File: config.mk
export PLATFORM = sky130hd
export DESIGN_NAME = dmem_arbiter
export DESIGN_NICKNAME = d
export VERILOG_FILES = /design/src/rtl/dmem_pkg.sv /design/src/rtl/arb_rr2.sv /design/src/rtl/dmem_arbiter.sv
export SDC_FILE = /design/constraint.sdc
export NUM_CORES = 1
export LEC_CHECK = 0
export BUFFER_PORTS_ARGS = -buffer_cell sky130_fd_sc_hd__buf_2
export CORE_MARGIN = 2
export CORE_UTILIZATION = 23
export CTS_CLUSTER_SIZE = 14
export DETAILED_ROUTE_END_ITERATION = 8
export HOLD_SLACK_MARGIN = 0.05
export PLACE_DENSITY_LB_ADDON = 0.15
export SYNTH_ARGS = -nofsm -noshare
export SYNTH_HDL_FRONTEND = slang
export SYNTH_HIERARCHICAL = 1
export SYNTH_SLANG_ARGS = --single-unit
File: constraint.sdc
create_clock -name clock -period 8.3 [get_ports clock]
set_input_delay 1.245 -clock clock [delete_from_list [all_inputs] [get_ports clock]]
set_output_delay 1.245 -clock clock [all_outputs]
set_load 0.005 [all_outputs]
File: src/rtl/dmem_pkg.sv
// rtl/dmem_pkg.sv - shared encodings and defaults for the data-memory arbiter
package dmem_pkg;

  localparam int ADDR_W_DEF = 7;
  localparam int DATA_W_DEF = 32;

  typedef enum logic [1:0] {
    IDLE   = 2'b00,
    ACCESS = 2'b01,
    RESP   = 2'b10
  } state_t;

  localparam logic REQ_CPU  = 1'b0;
  localparam logic REQ_HOST = 1'b1;

endpackage

File: src/rtl/arb_rr2.sv
// rtl/arb_rr2.sv - two-input arbiter with registered last-winner pointer
module arb_rr2
  import dmem_pkg::*;
(
  input  logic       clock,
  input  logic       reset,
  input  logic [1:0] req,
  input  logic       prio_mode,
  input  logic       advance,
  output logic       winner,
  output logic       valid
);

  // req[0] is the CPU, req[1] the host; starts as if the host won last so the CPU wins first
  logic last_winner;

  // Pick a winner: a lone requester wins, contention goes to the CPU or to whoever did not win last
  always_comb begin
    valid  = |req;
    winner = REQ_CPU;
    case (req)
      2'b10:   winner = REQ_HOST;
      2'b11:   winner = (prio_mode || (last_winner == REQ_HOST)) ? REQ_CPU : REQ_HOST;
      default: winner = REQ_CPU;
    endcase
  end

  // Record the winner of every grant, contended or not
  always_ff @(posedge clock or posedge reset) begin
    if (reset)
      last_winner <= REQ_HOST;
    else if (advance)
      last_winner <= winner;
  end

endmodule

File: src/rtl/dmem_arbiter.sv
// rtl/dmem_arbiter.sv - req/done arbiter sharing one synchronous-read data memory
module dmem_arbiter
  import dmem_pkg::*;
#(
  parameter int ADDR_W    = ADDR_W_DEF,
  parameter int DATA_W    = DATA_W_DEF,
  parameter int PRIO_MODE = 0
) (
  input  logic              clock,
  input  logic              reset,
  input  logic              cpu_req,
  input  logic              cpu_we,
  input  logic [ADDR_W-1:0] cpu_addr,
  input  logic [DATA_W-1:0] cpu_wdata,
  output logic              cpu_gnt,
  output logic              cpu_done,
  output logic [DATA_W-1:0] cpu_rdata,
  input  logic              host_req,
  input  logic              host_we,
  input  logic [ADDR_W-1:0] host_addr,
  input  logic [DATA_W-1:0] host_wdata,
  output logic              host_gnt,
  output logic              host_done,
  output logic [DATA_W-1:0] host_rdata,
  output logic              mem_en,
  output logic              mem_we,
  output logic [ADDR_W-1:0] mem_addr,
  output logic [DATA_W-1:0] mem_wdata,
  input  logic [DATA_W-1:0] mem_rdata,
  output logic              busy
);

  state_t            state, state_nxt;
  logic              win_id, win_valid, grant;
  logic              owner, op_we;
  logic [ADDR_W-1:0] op_addr;
  logic [DATA_W-1:0] op_wdata;
  logic [DATA_W-1:0] cpu_rdata_q, host_rdata_q;

  // Grants only happen from IDLE; held off while reset is asserted so every output reads 0
  assign grant = (state == IDLE) && win_valid && !reset;

  arb_rr2 u_arb (
    .clock     (clock),
    .reset     (reset),
    .req       ({host_req, cpu_req}),
    .prio_mode (PRIO_MODE != 0),
    .advance   (grant),
    .winner    (win_id),
    .valid     (win_valid)
  );

  // State register; reset aborts any access immediately
  always_ff @(posedge clock or posedge reset) begin
    if (reset)
      state <= IDLE;
    else
      state <= state_nxt;
  end

  // Next state: IDLE -> ACCESS on a request, then one cycle each in ACCESS and RESP
  always_comb begin
    state_nxt = state;
    case (state)
      IDLE:    if (win_valid) state_nxt = ACCESS;
      ACCESS:  state_nxt = RESP;
      RESP:    state_nxt = IDLE;
      default: state_nxt = IDLE;
    endcase
  end

  // Latch the winner's operands at grant so later changes on its inputs are ignored
  always_ff @(posedge clock or posedge reset) begin
    if (reset) begin
      owner    <= REQ_CPU;
      op_we    <= 1'b0;
      op_addr  <= '0;
      op_wdata <= '0;
    end else if (grant) begin
      owner    <= win_id;
      op_we    <= (win_id == REQ_HOST) ? host_we    : cpu_we;
      op_addr  <= (win_id == REQ_HOST) ? host_addr  : cpu_addr;
      op_wdata <= (win_id == REQ_HOST) ? host_wdata : cpu_wdata;
    end
  end

  // Keep each requester's last read value; writes leave it untouched
  always_ff @(posedge clock or posedge reset) begin
    if (reset) begin
      cpu_rdata_q  <= '0;
      host_rdata_q <= '0;
    end else if ((state == RESP) && !op_we) begin
      if (owner == REQ_CPU)
        cpu_rdata_q  <= mem_rdata;
      else
        host_rdata_q <= mem_rdata;
    end
  end

  // Outputs: grant pulse in IDLE, memory strobe in ACCESS, done and read bypass in RESP
  always_comb begin
    cpu_gnt    = grant && (win_id == REQ_CPU);
    host_gnt   = grant && (win_id == REQ_HOST);
    mem_en     = (state == ACCESS);
    mem_we     = (state == ACCESS) && op_we;
    mem_addr   = op_addr;
    mem_wdata  = op_wdata;
    cpu_done   = (state == RESP) && (owner == REQ_CPU);
    host_done  = (state == RESP) && (owner == REQ_HOST);
    busy       = (state != IDLE);
    cpu_rdata  = cpu_rdata_q;
    host_rdata = host_rdata_q;
    if ((state == RESP) && !op_we) begin
      if (owner == REQ_CPU)
        cpu_rdata  = mem_rdata;
      else
        host_rdata = mem_rdata;
    end
  end

endmodule
==> impl_metrics.toml, run 1 <==
[status]
status = "finished, final reports clean"

[route]
via_per_inst = 4.01
postRouteAntennaNets = 0
drt_wl_total_mm = 11.5
drtIter0Drc = 30
via_count = 3146
drt-pass1-iter-count = 4
drc_errors = 0
avgRoutedWirePerCell_um = 14.7

[placement]
gp_congestion = 0.720
hpwlAfterDp_mm = 8.54
io_buffers = 225
placed_cell_area_um2 = 5990

[final_layout]
diodes = 0
syn2layout_area_growth_pct = 36.6
multi_input_comb_area_um2 = 1790
fin_nets = 630
drive_gt1_share_pct = 75.3
nFillCells = 2044
final_area_um2 = 6320
seqCellArea_um2 = 2700

[floorplan]
fp.dieArea_um2 = 21300
core_um2 = 19600
rows = 51
start_util_pct = 23.6
die_y_um = 146
die_w_um = 146
io-pin-count = 226

[clock_tree]
clock_latency_ns = 0.35
cts_num_sinks = 108
post_cts_resized = 0
holdBufCountCts = 0
clockRootBuffer = "clkbuf_16"
htreeDepth = 3
cts_tree = "done"
cts.clk_slew.worst_paths_ns = 0.07
cts_buffers = 9
cts_max_path_buffers = 2
post_cts.repair.setup_buffers = 0

[logic_synthesis]
synth_area_um2 = 4630
synthFlopType = "dfrtp_1"
synth_top_area_share_pct = 57.8
synth-seq-cells = 108
synth_most_common_cell = "mux2_2"
synth_edf_count = 0
synth_warnings = 6
synthTopCellsByCount = "mux2_2, dfrtp_1, mux2_1"
avgSynthCellArea_um2 = 15.9
synth_area_leader_cell = "dfrtp_1"
synth.distinct_cells = 22
synth_area_leaders = "dfrtp_1, mux2_2, mux2_1"
syn_inst = 291
ys_seq_area_share_pct = 58.4
async_flop_share_pct = 100
syn_nets = 407

[setup_path]
crit_required_ns = 7.05
arrival_ns = 2.60
rr_endpoint = "mem_addr[4]"
end_kind = "output port"
r2r_cells = 5
crit_path_max_fanout = 42
setup.worst_path.start_class = "input port"
regToRegStartpoint = "u_arb/last_winner"
r2r_slack_ns = 6.19
startpoint = "host_req"
crit_type = "input port to output port"

[grt]
grt_pass1_vias = 3416
grt_max_degree = 63
grt_pass1_wl_mm = 18.4
overflow = 0
antenna_found_initial = 0
track_usage_pct = 11.0

[sta]
max_freq_mhz = 260
period_minus_slack_ns = 3.85
hold_viol = 0
finClkSkew_ns = 0.00956
relSlewSlack_pct = 36.6
finalSetupTns_ns = 0
tightest_slew_ns = 0.952
rsz0062_at_grt = "no"
fin_hold_ws_ns = 0.481
final_max_slew_viol_count = 0
fin_crit_sh_pct = 46.4
setup_violations = 0

[power_and_ir_drop]
peakVddDrop_v = 0.000135
power_density_nw_per_um2 = 348
p_leak_nw = 3.03

[min_path]
hold_depth = 1
holdPathEnd = "host_rdata_q[8]"
worstHoldStart = "host_rdata_q[8]"
hold_class = "register to register"

[flow_run]
cap_violations = 0
==> power breakdown <==
| part | internal (mW) | leakage (nW) | total, mW | switching [mW] |
|---|---|---|---|---|
| registers | 0.788 | 1.29 | 0.884 | 0.0964 |
| logic | 0.480 | 1.58 | 0.837 | 0.356 |
| clock network | 0.270 | 0.163 | 0.478 | 0.208 |
==> stage by stage <==
stage / cells / setup slack, ns / power [mW] / utilization [%]
after CTS: 784 / 4.43 / 2.26 / 32.3
after global routing: 784 / 4.30 / 2.37 / 32.3
final: 784 / 4.45 / 2.20 / 32.3
after detailed placement: 768 / 4.44 / 1.76 / 30.6
after floorplan: 291 / 4.24 / 1.36 / -
after global placement: 768 / 4.43 / 1.75 / 30.6
==> worst max path at each step <==
stage               slack [ns]              to  depth (start not counted)
floorplan                 4.24  cpu_rdata_q[0]                          1
global placement          4.43         cpu_gnt                          6
detailed placement        4.44         cpu_gnt                          6
CTS                       4.43         cpu_gnt                          6
global route              4.30        host_gnt                          6
finish                    4.45         cpu_gnt                          6
==> critical path, cell delays in order <==
cell     delay (ns)
buf_2          0.09
or2_2          0.12
nor4b_4        0.30
buf_4          0.52
nor2b_1        0.19
buf_2          0.12
==> placed cells by master, fill, tap and decap left out <==
cell type	Yosys	layout
nor3b_1	1	1
and2_2	1	1
a31o_1	1	1
conb_1	1	1
and3b_1	1	1
dfrtp_1	107	107
nor2_1	1	1
mux2_1	7	7
nor2b_1	4	4
buf_4	6	4
mux2_2	138	138
buf_2	1	225
inv_8	0	1
inv_6	0	2
o21ai_1	1	1
inv_1	3	2
and4bb_2	1	1
nor4b_4	2	2
clkinv_4	0	2
inv_4	0	1
dfstp_2	1	1
bufinv_16	0	2
or2_2	2	2
and2_1	2	2
clkbuf_16	0	9
==> metal layers <==
metal	wire length (µm)	share of wire, %	up-vias	GRT usage, %
met5	0	0	-	0
met4	155	1.3	0	3.97
met3	1530	13	11	5.83
met2	5080	44	154	16.8
met1	4710	41	1496	13.2
li1	-	-	1485	-
==> cell families after synthesis <==
family,Yosys count,synth area share (%)
buffers and inverters,20,2.97
and+or+nand+nor,15,2.97
DFF,108,58.4
AOI/OAI and AO/OA,2,0.297
other,1,0.0810
muxes,145,35.3
==> registers in the layout, indices dropped and copies added (netlist names) <==
| register | count |
|---|---|
| state | 2 |
| host_rdata_q | 32 |
| mem_wdata | 32 |
| op_we | 1 |
| u_arb/last_winner | 1 |
| owner | 1 |
| mem_addr | 7 |
| cpu_rdata_q | 32 |
==> area by class of cell <==
class	instances	area share (%)
Clock buffer	9	3.56
Tap cell	265	5.24
Timing Repair Buffer	229	18.3
Sequential cell	108	42.7
Clock inverter	7	1.68
Inverter	3	0.218
Multi-Input combinational cell	163	28.3
Power figures use the tool's default switching activity.
==> run 2: changes to the inputs <==
==> constraint.sdc (replaced) <==
create_clock -name clock -period 4 [get_ports clock]
set_input_delay 0.6 -clock clock [delete_from_list [all_inputs] [get_ports clock]]
set_output_delay 0.6 -clock clock [all_outputs]
set_load 0.005 [all_outputs]
==> run 2 against run 1 <==
Against the previous run:
- via count grew 0.83%
- critical path depth shrank 2
- sequential cell count is the same
==> impl_metrics.toml, run 2 (synthesis results as in run 1) <==
[sta]
finalSetupTns_ns = 0
relSlewSlack_pct = 31.8
rsz0062_at_grt = "no"
period_minus_slack_ns = 2.76
setup_violations = 0
hold_viol = 0
tightest_slew_ns = 1.02
finClkSkew_ns = 0.00663
fin_crit_sh_pct = 69.1
max_freq_mhz = 362
final_max_slew_viol_count = 0

[clock_tree]
post_cts.repair.setup_buffers = 0
cts_tree = "done"
clockRootBuffer = "clkbuf_16"
post_cts_resized = 0
holdBufCountCts = 0
cts.clk_slew.worst_paths_ns = 0.07
clock_latency_ns = 0.35
cts_num_sinks = 108
htreeDepth = 3
cts_buffers = 9
cts_max_path_buffers = 2

[route]
drtIter0Drc = 57
drt-pass1-iter-count = 3
avgRoutedWirePerCell_um = 14.4
via_per_inst = 4.02
drt_wl_total_mm = 11.4
postRouteAntennaNets = 0
drc_errors = 0
via_count = 3172

[final_layout]
syn2layout_area_growth_pct = 36.9
nFillCells = 2014
fin_cells = 789
fin_nets = 632
final_common_cell = "buf_2"
drive_gt1_share_pct = 75.4
final_cell_mix = "buf_2, mux2_2, dfrtp_1"

[power_and_ir_drop]
power_mw = 4.50
p_seq_share_pct = 40.9
power_density_nw_per_um2 = 710
peakVddDrop_v = 0.000307
p_int_mw = 3.15
p_leak_nw = 3.03
p_comb_share_pct = 38.6
switching_share_pct = 30.0
p_switching_mw = 1.35
clock_power_share_pct = 20.4

[floorplan]
fp.dieArea_um2 = 21300
core_um2 = 19600
die_y_um = 146
start_util_pct = 23.6
io-pin-count = 226
rows = 51
die_w_um = 146

[setup_path]
rr_endpoint = "mem_wdata[4]"
arrival_ns = 2.16
regToRegStartpoint = "u_arb/last_winner"
setup.worst_path.start_class = "register"
end_kind = "output port"
r2r_cells = 5
crit_path_max_fanout = 32
startpoint = "state[0]"
crit_required_ns = 3.40
crit_type = "register to output port"
r2r_slack_ns = 1.77

[grt]
track_usage_pct = 11.0
overflow = 0
grt_max_degree = 83
antenna_found_initial = 2
grt_pass1_vias = 3533
grt_pass1_wl_mm = 18.5

[placement]
place_inst = 770
io_buffers = 225
hpwlAfterDp_mm = 8.50
gp_congestion = 0.725

[min_path]
hold_class = "input port to asynchronous set/reset pin"

[flow_run]
cap_violations = 0

[status]
status = "finished, final reports clean"
==> run 2: how the worst max path moves through the flow <==
stage	endpoint	slack (ns)
after floorplan	cpu_rdata_q[0]	0.58
after global placement	mem_wdata[9]	1.51
after detailed placement	mem_wdata[4]	1.43
after CTS	host_rdata[9]	1.19
after global routing	host_rdata[24]	1.10
final	host_rdata[9]	1.24
==> run 2: area by class of cell <==
cell class                 instances  area [µm²]  share of cell area (%)
timing repair buffer             231        1180                    18.7
multi-input combinational        163        1790                    28.2
antenna                            3        7.51                   0.118
inverter                           3        13.8                   0.217
sequential                       108        2700                    42.7
tap                              265         332                    5.23
clock buffer                      10         239                    3.77
clock inverter                     6        71.3                    1.13
==> run 2: power groups by stage <==
stage	sequential, mW	combinational [mW]	clock (mW)
after floorplan	1.84	0.978	0
after global placement	1.86	1.77	0
after detailed placement	1.88	1.78	0
after CTS	1.85	1.79	0.971
after global routing	1.91	1.92	1.01
final	1.84	1.74	0.920
==> run 2: layer usage <==
metal | share of wire, % | global-route usage (%)
met1 | 42 | 12.6
met2 | 46 | 17.8
met3 | 12 | 5.58
met4 | 1.2 | 3.33
met5 | 0 | 0
==> run 2: per-stage QoR <==
step           hold slack, ns  setup WS, ns  instance area, µm²  util, %
2_1_floorplan           0.476         0.583                4630        -
3_3_place_gp            0.465          1.51                6020     30.7
3_5_place_dp            0.466          1.43                6020     30.7
4_1_cts                 0.291          1.19                6330     32.3
5_1_grt                 0.298          1.10                6330     32.3
6_report                0.310          1.24                6340     32.4
==> run 2: critical path, cell delays in order, from the launching register on <==
cell      delay (ns)
dfrtp_1         0.50
and4bb_2        0.34
buf_4           0.41
mux2_1          0.41
buf_2           0.14
==> run 3: changes to the inputs <==
==> constraint.sdc (replaced) <==
create_clock -name clock -period 2.35 [get_ports clock]
set_input_delay 0.3525 -clock clock [delete_from_list [all_inputs] [get_ports clock]]
set_output_delay 0.3525 -clock clock [all_outputs]
set_load 0.005 [all_outputs]
==> run 3 against run 2 <==
Against the previous run:
- count of clock-buffer cells in the layout is 1 higher
- global-route usage is 0.087 points lower
- non-clock buffer count grew 18
- via count rose by 2.0%
- first-iteration DRC count down 1.8%
- utilization rose by 1.7 points
- largest power group is now combinational logic
==> impl_metrics.toml, run 3 (synthesis results as in run 1) <==
[clock_tree]
cts.clk_slew.worst_paths_ns = 0.07
cts_num_sinks = 108
cts_tree = "done"
clock_latency_ns = 0.35
htreeDepth = 3
clockRootBuffer = "clkbuf_16"
cts_buffers = 9
cts_max_path_buffers = 2

[grt]
antenna_found_initial = 0
overflow = 0
grt_pass1_wl_mm = 18.3
track_usage_pct = 10.9
grt_max_degree = 46
grt_pass1_vias = 3506

[sta]
relSlewSlack_pct = 52.6
final_max_slew_viol_count = 0
tightest_slew_ns = 0.709
fin_hold_ws_ns = 0.249
hold_viol = 0
fin_crit_sh_pct = 97.2
period_minus_slack_ns = 2.28
max_freq_mhz = 438
rsz0062_at_grt = "yes"
finClkSkew_ns = 0.00860
setup_violations = 0

[setup_path]
crit_required_ns = 2.00
r2r_cells = 5
critPathSlowestCell = "dfrtp_1"
end_kind = "output port"
regToRegStartpoint = "state[0]"
crit_path_cell_trace = "nor4b_4 -> buf_4 -> buf_6 -> buf_16 -> mux2_2 -> buf_2"
r2r_slack_ns = 0.52
slowest_delay_ns = 0.42
crit_path_max_fanout = 8
setup.worst_path.start_class = "register"
startpoint = "owner"
crit_type = "register to output port"
arrival_ns = 1.93

[placement]
placed_cell_area_um2 = 6090
gp_congestion = 0.759
io_buffers = 225
hpwlAfterDp_mm = 8.43

[min_path]
hold_class = "input port to register"
hold_depth = 2
worstHoldStart = "mem_rdata[24]"

[floorplan]
fp.dieArea_um2 = 21300
io-pin-count = 226
core_um2 = 19600
die_w_um = 146
start_util_pct = 23.6
die_y_um = 146
rows = 51

[final_layout]
fin_nets = 650
final_cell_mix = "buf_2, mux2_2, dfrtp_1"
drive_gt1_share_pct = 76.3
final_area_um2 = 6680
syn2layout_area_growth_pct = 44.2
final_common_cell = "buf_2"
nFillCells = 1983
diodes = 0

[flow_run]
cap_violations = 0

[power_and_ir_drop]
p_int_mw = 5.60
p_leak_nw = 3.19
switching_share_pct = 30.1
clock_power_share_pct = 18.4
p_comb_share_pct = 42.6
p_switching_mw = 2.41
power_mw = 8.01
p_seq_share_pct = 39.0
power_density_nw_per_um2 = 1200
peakVddDrop_v = 0.000470

[route]
drt_wl_total_mm = 12.1
via_count = 3234
drt-pass1-iter-count = 4
drtIter0Drc = 56
drc_errors = 0
via_per_inst = 4.02
avgRoutedWirePerCell_um = 15.1
postRouteAntennaNets = 0

[status]
status = "finished, final reports clean"
[run 3: changes by cell type in the layout (fill, tap and decap cells not counted), sizes merged]
cell	change
clkinv	-2
clkbuf	+3
bufinv	-1
diode	-3
buf	+15
dlygate4sd3	+1
clkinvlp	+2
[run 3: layer usage]
layer | part of all wire [%] | vias to the layer above | global-route usage (%) | wire length, µm
met1 | 42 | 1565 | 12.9 | 5100
met4 | 1.2 | 0 | 3.24 | 145
met5 | 0 | - | 0 | 0
met2 | 47 | 150 | 17.8 | 5680
li1 | - | 1508 | - | -
met3 | 9.9 | 11 | 4.89 | 1200
[run 3: through the flow]
step | worst slack, ns | util [%] | std cells | setup TNS (ns)
finish | 0.0660 | 34.1 | 804 | 0
global route | -0.0538 | 34.1 | 804 | -0.717
CTS | 0.00765 | 33.2 | 798 | 0
detailed placement | 0.394 | 31.1 | 772 | 0
global placement | 0.412 | 31.1 | 772 | 0
floorplan | 0.502 | - | 291 | 0
[run 3: power groups by stage]
stage / sequential, mW / clock [mW] / combinational [mW]
after floorplan: 3.13 / 0 / 1.67
after global placement: 3.14 / 0 / 3.05
after detailed placement: 3.18 / 0 / 3.06
after CTS: 3.13 / 1.56 / 3.22
after global routing: 3.25 / 1.62 / 3.72
final: 3.12 / 1.47 / 3.41
[run 3: layout make-up]
cell class,instances,area [µm²],area share (%)
inverters,3,15.0,0.225
clock inverters,5,45.0,0.675
well taps,265,332,4.97
repair buffers,249,1510,22.6
clock buffers,11,243,3.64
multi-input cells,163,1830,27.4
flip-flops and latches,108,2710,40.5
[run 3: what timing repair did]
| action | in CTS | in global routing |
|---|---|---|
| endpoints found under the hold margin | 1 | 0 |
| pin swaps | 1 | 1 |
| gates resized for setup | 3 | 24 |
| setup endpoints to repair | 7 | 43 |
| cloned | 3 | 3 |
| hold buffers | 1 | 0 |
| buffers inserted | 6 | 4 |
[run 3: path summary, 6_finish.rpt]
kind / endpoint
max in group asynchronous: cpu_rdata_q[9]
hold / removal: host_rdata_q[24]
setup / recovery: cpu_rdata[23]
min in group asynchronous: u_arb/last_winner
setup reg to reg: mem_wdata[25]
hold reg to reg: host_rdata_q[24]
[run 3: critical path: cells and delay by family, from the launching register on]
| family | cells | cell delay, ns |
|---|---|---|
| buffers and inverters | 4 | 0.52 |
| flip-flops | 1 | 0.42 |
| multiplexers | 1 | 0.34 |
| AND/OR/NAND/NOR | 1 | 0.30 |
